### config.mk
export PLATFORM = sky130hd
export DESIGN_NAME = light_controller
export DESIGN_NICKNAME = d
export VERILOG_FILES = /design/src/rtl/light_controller_pkg.sv /design/src/rtl/light_dwell_timer.sv /design/src/rtl/light_controller.sv
export SDC_FILE = /design/constraint.sdc
export NUM_CORES = 1
export LEC_CHECK = 0
export BUFFER_PORTS_ARGS = -buffer_cell sky130_fd_sc_hd__clkbuf_2
export CAP_MARGIN = 20
export CELL_PAD_IN_SITES_DETAIL_PLACEMENT = 0
export CELL_PAD_IN_SITES_GLOBAL_PLACEMENT = 1
export CORE_AREA = 2 2 39 41
export CTS_BUF_LIST = sky130_fd_sc_hd__clkbuf_8
export CTS_CLUSTER_SIZE = 40
export DETAILED_ROUTE_END_ITERATION = 7
export DIE_AREA = 0 0 41 43
export HOLD_SLACK_MARGIN = 0.1
export PLACE_DENSITY = 0.39
export SLEW_MARGIN = 20
export SYNTH_ARGS = -nofsm -noshare
export SYNTH_HDL_FRONTEND = slang
export SYNTH_SLANG_ARGS = --single-unit
### constraint.sdc
create_clock -name clk -period 2.2 [get_ports clk]
set_input_delay 0.33 -clock clk [delete_from_list [all_inputs] [get_ports clk]]
set_output_delay 0.33 -clock clk [all_outputs]
set_load 0.01 [all_outputs]
### src/rtl/light_controller_pkg.sv
// Shared definitions for the traffic-lamp sequencer.
//   state_t      : phase encoding (two bits, 2'b11 is unused/illegal)
//   LAMP_*       : one-hot lamp words, bit 0 = Red, bit 1 = Green, bit 2 = Yellow
//   IDX_*        : bit positions of each lamp inside a [0:2] lamp word
//   dwell_width  : counter width for the longest phase (at least one bit)
//   lamp_of      : Moore decode of a phase to its lamp word
package light_controller_pkg;

  typedef enum logic [1:0] {
    S_RED    = 2'd0,
    S_GREEN  = 2'd1,
    S_YELLOW = 2'd2
  } state_t;

  localparam logic [0:2] LAMP_RED    = 3'b100;
  localparam logic [0:2] LAMP_GREEN  = 3'b010;
  localparam logic [0:2] LAMP_YELLOW = 3'b001;

  localparam int IDX_R = 0;
  localparam int IDX_G = 1;
  localparam int IDX_Y = 2;

  function automatic int dwell_width(input int a, input int b, input int c);
    int m;
    m = a;
    if (b > m) m = b;
    if (c > m) m = c;
    return (m <= 1) ? 1 : $clog2(m);
  endfunction

  // Anything that is not a named phase shows Red, so the lamp head is never dark.
  function automatic logic [0:2] lamp_of(input state_t s);
    case (s)
      S_RED:    return LAMP_RED;
      S_GREEN:  return LAMP_GREEN;
      S_YELLOW: return LAMP_YELLOW;
      default:  return LAMP_RED;
    endcase
  endfunction

endpackage

### src/rtl/light_dwell_timer.sv
// Phase dwell timer for timed sequencers.
//   clk        : clock, counts on the rising edge
//   rst_n      : asynchronous active-low reset, count -> 0
//   clear      : synchronous restart of the count from 0
//   limit      : terminal count (phase length minus one)
//   phase_done : high while the count equals limit; the count wraps to 0 on that edge
module light_dwell_timer #(
  parameter int W = 1
) (
  input  logic         clk,
  input  logic         rst_n,
  input  logic         clear,
  input  logic [W-1:0] limit,
  output logic         phase_done
);

  logic [W-1:0] count;

  always_ff @(posedge clk or negedge rst_n) begin
    if (!rst_n) begin
      count <= '0;
    end else if (clear || phase_done) begin
      count <= '0;
    end else begin
      count <= count + W'(1);
    end
  end

  assign phase_done = (count == limit);

endmodule

### src/rtl/light_controller.sv
// Cyclic single-approach lamp sequencer: RED -> GREEN -> YELLOW -> RED.
// Each phase holds for its *_CYCLES rising edges.
//   light : one-hot lamp drive, registered; [0]=Red [1]=Green [2]=Yellow
//   clk   : clock
//   rst_n : asynchronous active-low reset (forces RED, restarts the dwell)
module light_controller
  import light_controller_pkg::*;
#(
  parameter int RED_CYCLES    = 1,
  parameter int GREEN_CYCLES  = 1,
  parameter int YELLOW_CYCLES = 1
) (
  output logic [0:2] light,
  input  logic       clk,
  input  logic       rst_n
);

  localparam int CW = dwell_width(RED_CYCLES, GREEN_CYCLES, YELLOW_CYCLES);

  localparam logic [CW-1:0] RED_LIM    = CW'(RED_CYCLES - 1);
  localparam logic [CW-1:0] GREEN_LIM  = CW'(GREEN_CYCLES - 1);
  localparam logic [CW-1:0] YELLOW_LIM = CW'(YELLOW_CYCLES - 1);

  if (RED_CYCLES < 1 || GREEN_CYCLES < 1 || YELLOW_CYCLES < 1) begin : g_bad_param
    $error("light_controller: every *_CYCLES parameter must be >= 1");
  end

  state_t        state;
  state_t        state_next;
  logic [0:2]    light_next;
  logic [CW-1:0] limit;
  logic          illegal;
  logic          phase_done;

  // The timer restarts whenever the state is unrecognised so the recovered
  // RED phase gets its full dwell.
  light_dwell_timer #(
    .W (CW)
  ) u_timer (
    .clk        (clk),
    .rst_n      (rst_n),
    .clear      (illegal),
    .limit      (limit),
    .phase_done (phase_done)
  );

  // State and lamp registers. The lamp word is registered from the next
  // state so it changes on the same edge as the state.
  always_ff @(posedge clk or negedge rst_n) begin
    if (!rst_n) begin
      state <= S_RED;
      light <= LAMP_RED;
    end else begin
      state <= state_next;
      light <= light_next;
    end
  end

  // Next-state logic and per-phase terminal count.
  always_comb begin
    state_next = state;
    limit      = '0;
    illegal    = 1'b0;
    case (state)
      S_RED: begin
        limit = RED_LIM;
        if (phase_done) state_next = S_GREEN;
      end
      S_GREEN: begin
        limit = GREEN_LIM;
        if (phase_done) state_next = S_YELLOW;
      end
      S_YELLOW: begin
        limit = YELLOW_LIM;
        if (phase_done) state_next = S_RED;
      end
      default: begin
        illegal    = 1'b1;
        state_next = S_RED;
      end
    endcase
  end

  // Moore output decode.
  always_comb begin
    light_next = lamp_of(state_next);
  end

endmodule

# Yosys cells after proc, flatten, opt, wreduce, memory -nomap -nowiden
# Index checks and enable logic that the tools add are counted.
# word_totals
register_bits	6
elab_cells	19
# classes
n_addsub	1
eq_ne	4
mux	7
bitwise	1
n_reduce_logical	3
# op_table
op	count
$mux W2	3
$pmux W2 S3	1
$pmux W3 S2	1
$eq A2 B1 Y1 const B	2
$eq A2 B2 Y1 const B	2
$reduce_or A3 Y1	1
$logic_not A2 Y1	1
$mux W1	2
$add A1 B1 Y1 const B	1
$logic_or A1 B1 Y1	1
$not A1 Y1	1

# Depth between registers and ports, before layout
# Gate-level depths: netlist of the first run.
# depth
depth_word	5
mapped_depth	3

# Cells and area by module
# Synthesis of the first run repeated with hierarchy kept, for this count alone.
# unflattened
cells_unflattened	19
hier_area_um2	259.0
# modules_own_cells
mod	n_inst	cells_per_inst	area_per_inst_um2	seq_area_each_um2
light_controller	1	16	212.7	126.4
light_dwell_timer	1	3	46.3	25.0

# Worst setup path before layout of the first run
# No wires, ideal clock.
# synth_timing
kind	register to register
start	register state[1]
end	register light[0] (netlist name)
setup_time_ps	83
arrival_ps	980
slack_ps	1137
stages_incl_launch_ff	4
path_buffers	0
synth_period_minus_slack_ps	1063
cell_sequence	dfrtp_1 -> nand2b_2 -> o22ai_1 -> ha_1
# synth_via
elab_chain_len	4
elab_cells_between_ends	10
cone_classes	eq/ne (4); mux (5); reduce/logical (1)
# synth_rtl
item	line	source
start: declaration	light_controller.sv:28	state_t state;
start signal: assignment	light_controller.sv:54	state <= state_next;
$eq A2 B2 Y1 (tied with other cells)	light_controller.sv:64	case (state)
$pmux W2 S3 (*)	light_controller.sv:64	
named net state_next[1]	light_controller.sv:29	state_t state_next;
$eq A2 B2 Y1 or $eq A2 B1 Y1 (tied branches)	light_controller_pkg.sv:33	case (s)
$pmux W3 S2 (*)	light_controller_pkg.sv:33	
named net light_next (one bit)	light_controller.sv:30	logic [0:2] light_next;
end signal: assignment	light_controller.sv:55	light <= light_next;
end: declaration	light_controller.sv:13	output logic [0:2] light,
# Mark *: on every way through the listed nets, which the timed path passes. The rest lies on a longest branch.

# Worst setup path in the final report of the first run
# layout_timing
start	register light[0] (netlist name)
end	output light[0] (netlist name)
# No word-level cell between the ends.

==> results_dict.tcl, run 1 <==
set metrics [dict create \
    stdcell_count 41 \
    core-area_um2 1380 \
    tns_ns 0 \
    cts-buffers-inserted 3 \
    syn_avg_cell_area_um2 14.8 \
    cp_slowest_cell "dfstp_2" \
    ant_nets 0 \
    grt_max_degree 7 \
    crit_start "light[0]$_DFF_PN1_" \
    path_clk_slew_ns 0.04 \
    die_w_um 41 \
    grt.total_usage_pct 6.05 \
    max_freq_mhz 848 \
    path_cells "clkbuf_2" \
    synth_top_family_by_area "simple AND/OR/NAND/NOR gates" \
    power_density_nw_per_um2 1490 \
    htreeDepth 1 \
    cp_data_arrival_time_ns 0.85 \
    post-route-period-util_pct 53.6 \
    synth.area.mux_share_pct 0 \
    place_ws_ns 1.06 \
    min_period_ns 1.18 \
    dr.first_iter.drc_count 2 \
    crit_path_end_kind "output pin" \
    rsz0062_at_grt "false" \
    synth_top_cell_area_share_pct 52.9 \
    synth_xor_area_share_pct 3.70 \
    cts_root_buffer "clkbuf_8" \
    route.detailed.drc 0 \
    worst-path-buf-inv 1 \
    ys_ff_latch 6 \
    routed_wl_um 327 \
    crit_path_start_kind "flip-flop" \
    worstSetupPathType "flip-flop to output pin" \
    cp.required_ns 1.87 \
    ys_seq_area_share_pct 64.0 \
    ios 5 \
    final_hold_viol_count 0 \
    die_area_um2 1760 \
    hp-class "input port to asynchronous set/reset pin" \
    finalWorstSetupSlack_ns 1.02 \
    yosys.area.top_type "dfrtp_1" \
    clock-sinks 6 \
    syn_nets 20 \
    finalSetupViolations 0 \
    clkLatencyLatePin_ns 0.22 \
    io_buffers 4 \
    first_pass_iters 2 \
    synth_cells 16 \
    die_h_um 43 \
    start_util_pct 17.1 \
    ys_types 11 \
    status "completed" \
    crit_family "flip-flops" \
    viasPerCell 3.46 \
    synth_compound_gate_area_share_pct 6.35 \
    finalMaxSlewViolations 0 \
    antenna_found_initial 0 \
    routedWlPerCell_um 7.98 \
    cp_max_fo 1 \
    slowest_delay_ns 0.51 \
    reg2reg_from "state[1]$_DFF_PN0_" \
    p_leak_uw 0.000160 \
    yosysWarnings 0 \
    synth_area_leaders "dfrtp_1 (53%), dfstp_2 (11%), ha_1 (11%)" \
    fp-row-count 14 \
    synthAdderAreaFrac_pct 10.6 \
    regToRegSetupSlack_ns 1.06 \
    grt_pass1_wl_um 565 \
    yosys.area_share.simple_pct 13.8 \
    syn_to_final_growth_pct 40.2 \
    drive_gt1_share_pct 40.0 \
    cts_buffer_depth 2 \
    maxCapViolCount 0 \
    fin_worst_skew_ns 0.000241 \
    ir_worst_vdd_mv 0.584 \
    n_antenna_cell 0 \
    hpwlAfterDp_um 245 \
    cts_tree "built" \
    gp_congestion 0.703 \
    num-nets-final 30 \
    synth_area_um2 236 \
    grt_pass1_vias 135 \
    grt-ovfl-total 0 \
    vias 142 \
    dp.cells 36 \
]
==> state kept, by name, indices dropped and copies added (netlist names) <==
register       count
u_timer.count      1
state              2
light              3
==> area by class of cell <==
type / count / area, µm²
timing repair buffer: 5 / 30.0
fill: 150 / 1050
tap: 16 / 20.0
multi-input combinational: 10 / 85.1
sequential: 6 / 151
clock buffer: 3 / 41.3
clock inverter: 1 / 3.75
==> synthesized netlist by cell type <==
cell	number
dfrtp_1	5
nand2_1	1
nand2b_1	1
xnor2_1	1
nand2b_2	1
conb_1	1
dfstp_2	1
o22a_1	1
o22ai_1	1
nor2b_4	1
ha_1	2
==> cells in the final DEF, fill, tap and decap left out, drive strengths merged <==
| cell | Yosys | layout |
|---|---|---|
| clkbuf | 0 | 7 |
| conb | 1 | 1 |
| dfrtp | 5 | 5 |
| dfstp | 1 | 1 |
| dlygate4sd3 | 0 | 1 |
| ha | 2 | 2 |
| inv | 0 | 1 |
| nand2 | 1 | 1 |
| nand2b | 2 | 2 |
| nor2b | 1 | 1 |
| o22a | 1 | 1 |
| o22ai | 1 | 1 |
| xnor2 | 1 | 1 |
==> report_power, final <==
group | leakage, µW | total, µW | switching, µW | internal (µW)
sequential | 0.0000735 | 192 | 30.3 | 162
combinational | 0.0000593 | 135 | 61.7 | 73.5
clock | 0.0000269 | 166 | 46.5 | 120
total | 0.000160 | 494 | 139 | 355
==> metrics by stage <==
| stage | area (µm²) | hold slack [ns] | power, µW | util (%) |
|---|---|---|---|---|
| after CTS | 332 | 0.478 | 503 | 24.0 |
| final | 332 | 0.470 | 494 | 24.0 |
| after global routing | 332 | 0.479 | 543 | 24.0 |
| after global placement | 277 | 0.160 | 327 | 20.0 |
| after detailed placement | 277 | 0.161 | 327 | 20.0 |
| after floorplan | 236 | 0.0344 | 285 | - |
==> timing repair <==
item                                   in CTS  in global routing
resized for setup                           0                  0
endpoints found under the hold margin       5                  0
hold buffers                                1                  0
buffers inserted                            0                  0
==> path summary, 6_finish.rpt <==
kind | cells after the start | to
setup reg to reg | 3 | light[0]$_DFF_PN1_
max in group asynchronous | 2 | light[0]$_DFF_PN1_
min in group clk | 1 | state[0]$_DFF_PN0_
hold reg to reg | 1 | state[0]$_DFF_PN0_
hold / removal | 2 | light[2]$_DFF_PN0_
setup / recovery | 1 | light[0]
==> kinds of logic (layout without fill, tap and decap cells) <==
family                   Yosys count  in the layout
AO/OA/AOI/OAI                      2              2
XOR/XNOR                           1              1
adder cells (fa/ha/maj)            2              2
buffers and inverters              0              9
flip-flops                         6              6
other                              1              1
AND/OR/NAND/NOR                    4              4
==> metal layers <==
metal / global-route usage (%) / share of wire (%) / wire length [µm] / vias up
met2: 4.69 / 40 / 132 / 6
met4: 4.00 / 0 / 0 / 0
met5: 0 / 0 / 0 / -
met1: 6.86 / 45 / 148 / 66
li1: - / - / - / 70
met3: 9.42 / 14 / 47 / 0
Note: power is estimated with default switching activity, not from simulation.
==> inputs of run 2 (changes only) <==
--- a/config.mk
+++ b/config.mk
@@ -15,7 +15,7 @@
 export DETAILED_ROUTE_END_ITERATION = 7
 export DIE_AREA = 0 0 41 43
 export HOLD_SLACK_MARGIN = 0.1
-export PLACE_DENSITY = 0.39
+export PLACE_DENSITY = 0.4
 export SLEW_MARGIN = 20
 export SYNTH_ARGS = -nofsm -noshare
 export SYNTH_HDL_FRONTEND = slang
==> constraint.sdc (replaced) <==
create_clock -name clk -period 1 [get_ports clk]
set_input_delay 0.15 -clock clk [delete_from_list [all_inputs] [get_ports clk]]
set_output_delay 0.15 -clock clk [all_outputs]
set_load 0.01 [all_outputs]
==> run 2 against run 1 <==
  * The flow now finishes with violations (setup timing)
  * Clock skew is essentially flat
  * Worst hold slack lost 0.19 ns
  * Combinational power grew to 3.2 times the previous value
  * Die area is the same
  * Critical path depth grew 2
  * Clock-buffer cell count is the same
  * Sequential share of layout area shrank 5.6 points
  * Clock power grew 120%
  * Power grew to 2.5 times the previous value
  * Non-clock buffer count grew 3
==> results_dict.tcl, run 2 (synthesis results as in run 1) <==
set metrics [dict create \
    power_density_nw_per_um2 3230 \
    grt-ovfl-total 0 \
    worst-path-buf-inv 0 \
    path_clk_slew_ns 0.04 \
    power_frac_seq_pct 35.7 \
    num-nets-final 33 \
    cts-buffers-inserted 3 \
    rsz0062_at_grt "true" \
    crit_path_end_kind "flip-flop" \
    routed_wl_um 401 \
    die_w_um 41 \
    cp_slowest_cell "dfrtp_2" \
    finalSetupViolations 2 \
    vias 152 \
    io_buffers 4 \
    start_util_pct 17.1 \
    critPathCapture "light[0]$_DFF_PN1_" \
    finalWorstSetupSlack_ns -0.0350 \
    htreeDepth 1 \
    grt_pass1_vias 173 \
    regToRegSetupSlack_ns -0.04 \
    dr.first_iter.drc_count 0 \
    ios 5 \
    route.detailed.drc 0 \
    cp.required_ns 1.15 \
    clock-sinks 6 \
    largestRegisters "light (3), state (2), u_timer.count (1)" \
    grt_pass1_wl_um 641 \
    gp_congestion 0.733 \
    p_sw_share_pct 28.5 \
    die_h_um 43 \
    core-area_um2 1380 \
    min_period_ns 1.04 \
    maxCapViolCount 0 \
    worstSetupPathType "flip-flop to flip-flop" \
    crit_path_start_kind "flip-flop" \
    cp_num_cells 3 \
    hpwlAfterDp_um 264 \
    p_total_uw 1240 \
    cts_tree "built" \
    first_pass_iters 1 \
    ant_nets 0 \
    post-route-period-util_pct 104 \
    power_frac_clock_pct 29.8 \
    place_ws_ns -0.0890 \
    regMostFlops "light" \
    cts_root_buffer "clkbuf_8" \
    final_hold_viol_count 0 \
    status "complete, but fails checks" \
    drive_gt1_share_pct 64.3 \
    cp_data_arrival_time_ns 1.18 \
    clkLatencyLatePin_ns 0.22 \
    fp-row-count 14 \
    n_antenna_cell 0 \
    final_cell_mix "clkbuf_8 (3), clkbuf_2 (3), dfrtp_1 (3), buf_4 (3), dfrtp_2 (2)" \
    max_freq_mhz 966 \
    syn_to_final_growth_pct 62.4 \
    antenna_found_initial 0 \
    path_cells "xnor2_2, nand2b_1, ha_1" \
    reg2reg_to "light[0]$_DFF_PN1_" \
    crit_family "flip-flops" \
    crit_start "u_timer.count$_DFF_PN0_" \
    r2r_cells 3 \
    hp-class "input port to asynchronous set/reset pin" \
    nFillCells 143 \
    cts_buffer_depth 2 \
    fin_worst_skew_ns 0.000635 \
    die_area_um2 1760 \
    slowest_delay_ns 0.43 \
    grt_max_degree 7 \
    reg2reg_from "u_timer.count$_DFF_PN0_" \
    viasPerCell 3.45 \
    routedWlPerCell_um 9.11 \
    ir_worst_vdd_mv 1.57 \
    switchingPower_uw 353 \
    violations "setup timing" \
    largest_reg_flops 3 \
    grt.total_usage_pct 6.66 \
    p_leak_uw 0.000184 \
    intPower_uw 887 \
    p_comb_share_pct 34.4 \
    finalMaxSlewViolations 0 \
    tns_ns -0.0464 \
    cp_max_fo 4 \
]
==> run 2: timing repair <==
| action | 4_1_cts | 5_1_grt |
|---|---|---|
| endpoints found under the hold margin | 6 | 0 |
| endpoints found under the setup margin | 4 | 4 |
| hold buffers | 1 | 0 |
| resized for setup | 3 | 2 |
| buffers inserted | 2 | 0 |
| pin swaps | 3 | 1 |
==> run 2: power groups by stage <==
stage / clock (µW) / sequential, µW / combinational (µW)
final: 370 / 443 / 427
after CTS: 382 / 441 / 418
after floorplan: 0 / 460 / 208
after global placement: 0 / 428 / 357
after detailed placement: 0 / 431 / 358
after global routing: 408 / 454 / 475
==> run 2: area by class of cell <==
class | instances | area [µm²] | share of cell area [%]
clock buffer | 3 | 41.3 | 10.7
multi-input combinational | 10 | 106 | 27.7
tap | 16 | 20.0 | 5.21
sequential | 6 | 154 | 40.1
timing repair buffer | 8 | 58.8 | 15.3
clock inverter | 1 | 3.75 | 0.977
==> run 2: worst min path at each step <==
stage	to	slack, ns
2_1_floorplan	light[1]$_DFF_PN0_	-0.15
3_3_place_gp	state[1]$_DFF_PN0_	-0.02
3_5_place_dp	light[2]$_DFF_PN0_	-0.02
4_1_cts	light[1]$_DFF_PN0_	0.29
5_1_grt	light[1]$_DFF_PN0_	0.29
6_report	light[1]$_DFF_PN0_	0.28
==> run 2: per-stage QoR <==
stage                     area, µm²  utilization (%)  instances  hold slack, ns
after CTS                       378             27.3         44           0.290
after floorplan                 250                -         16          -0.146
final                           384             27.8         44           0.283
after global routing            384             27.8         44           0.295
after detailed placement        298             21.5         37         -0.0195
after global placement          298             21.5         37         -0.0211
==> run 2: per-layer routing <==
metal  wire [µm]  global-route usage [%]
met5           0                       0
met4           0                    4.00
met3          58                    9.42
met2         195                    7.81
met1         147                    5.56
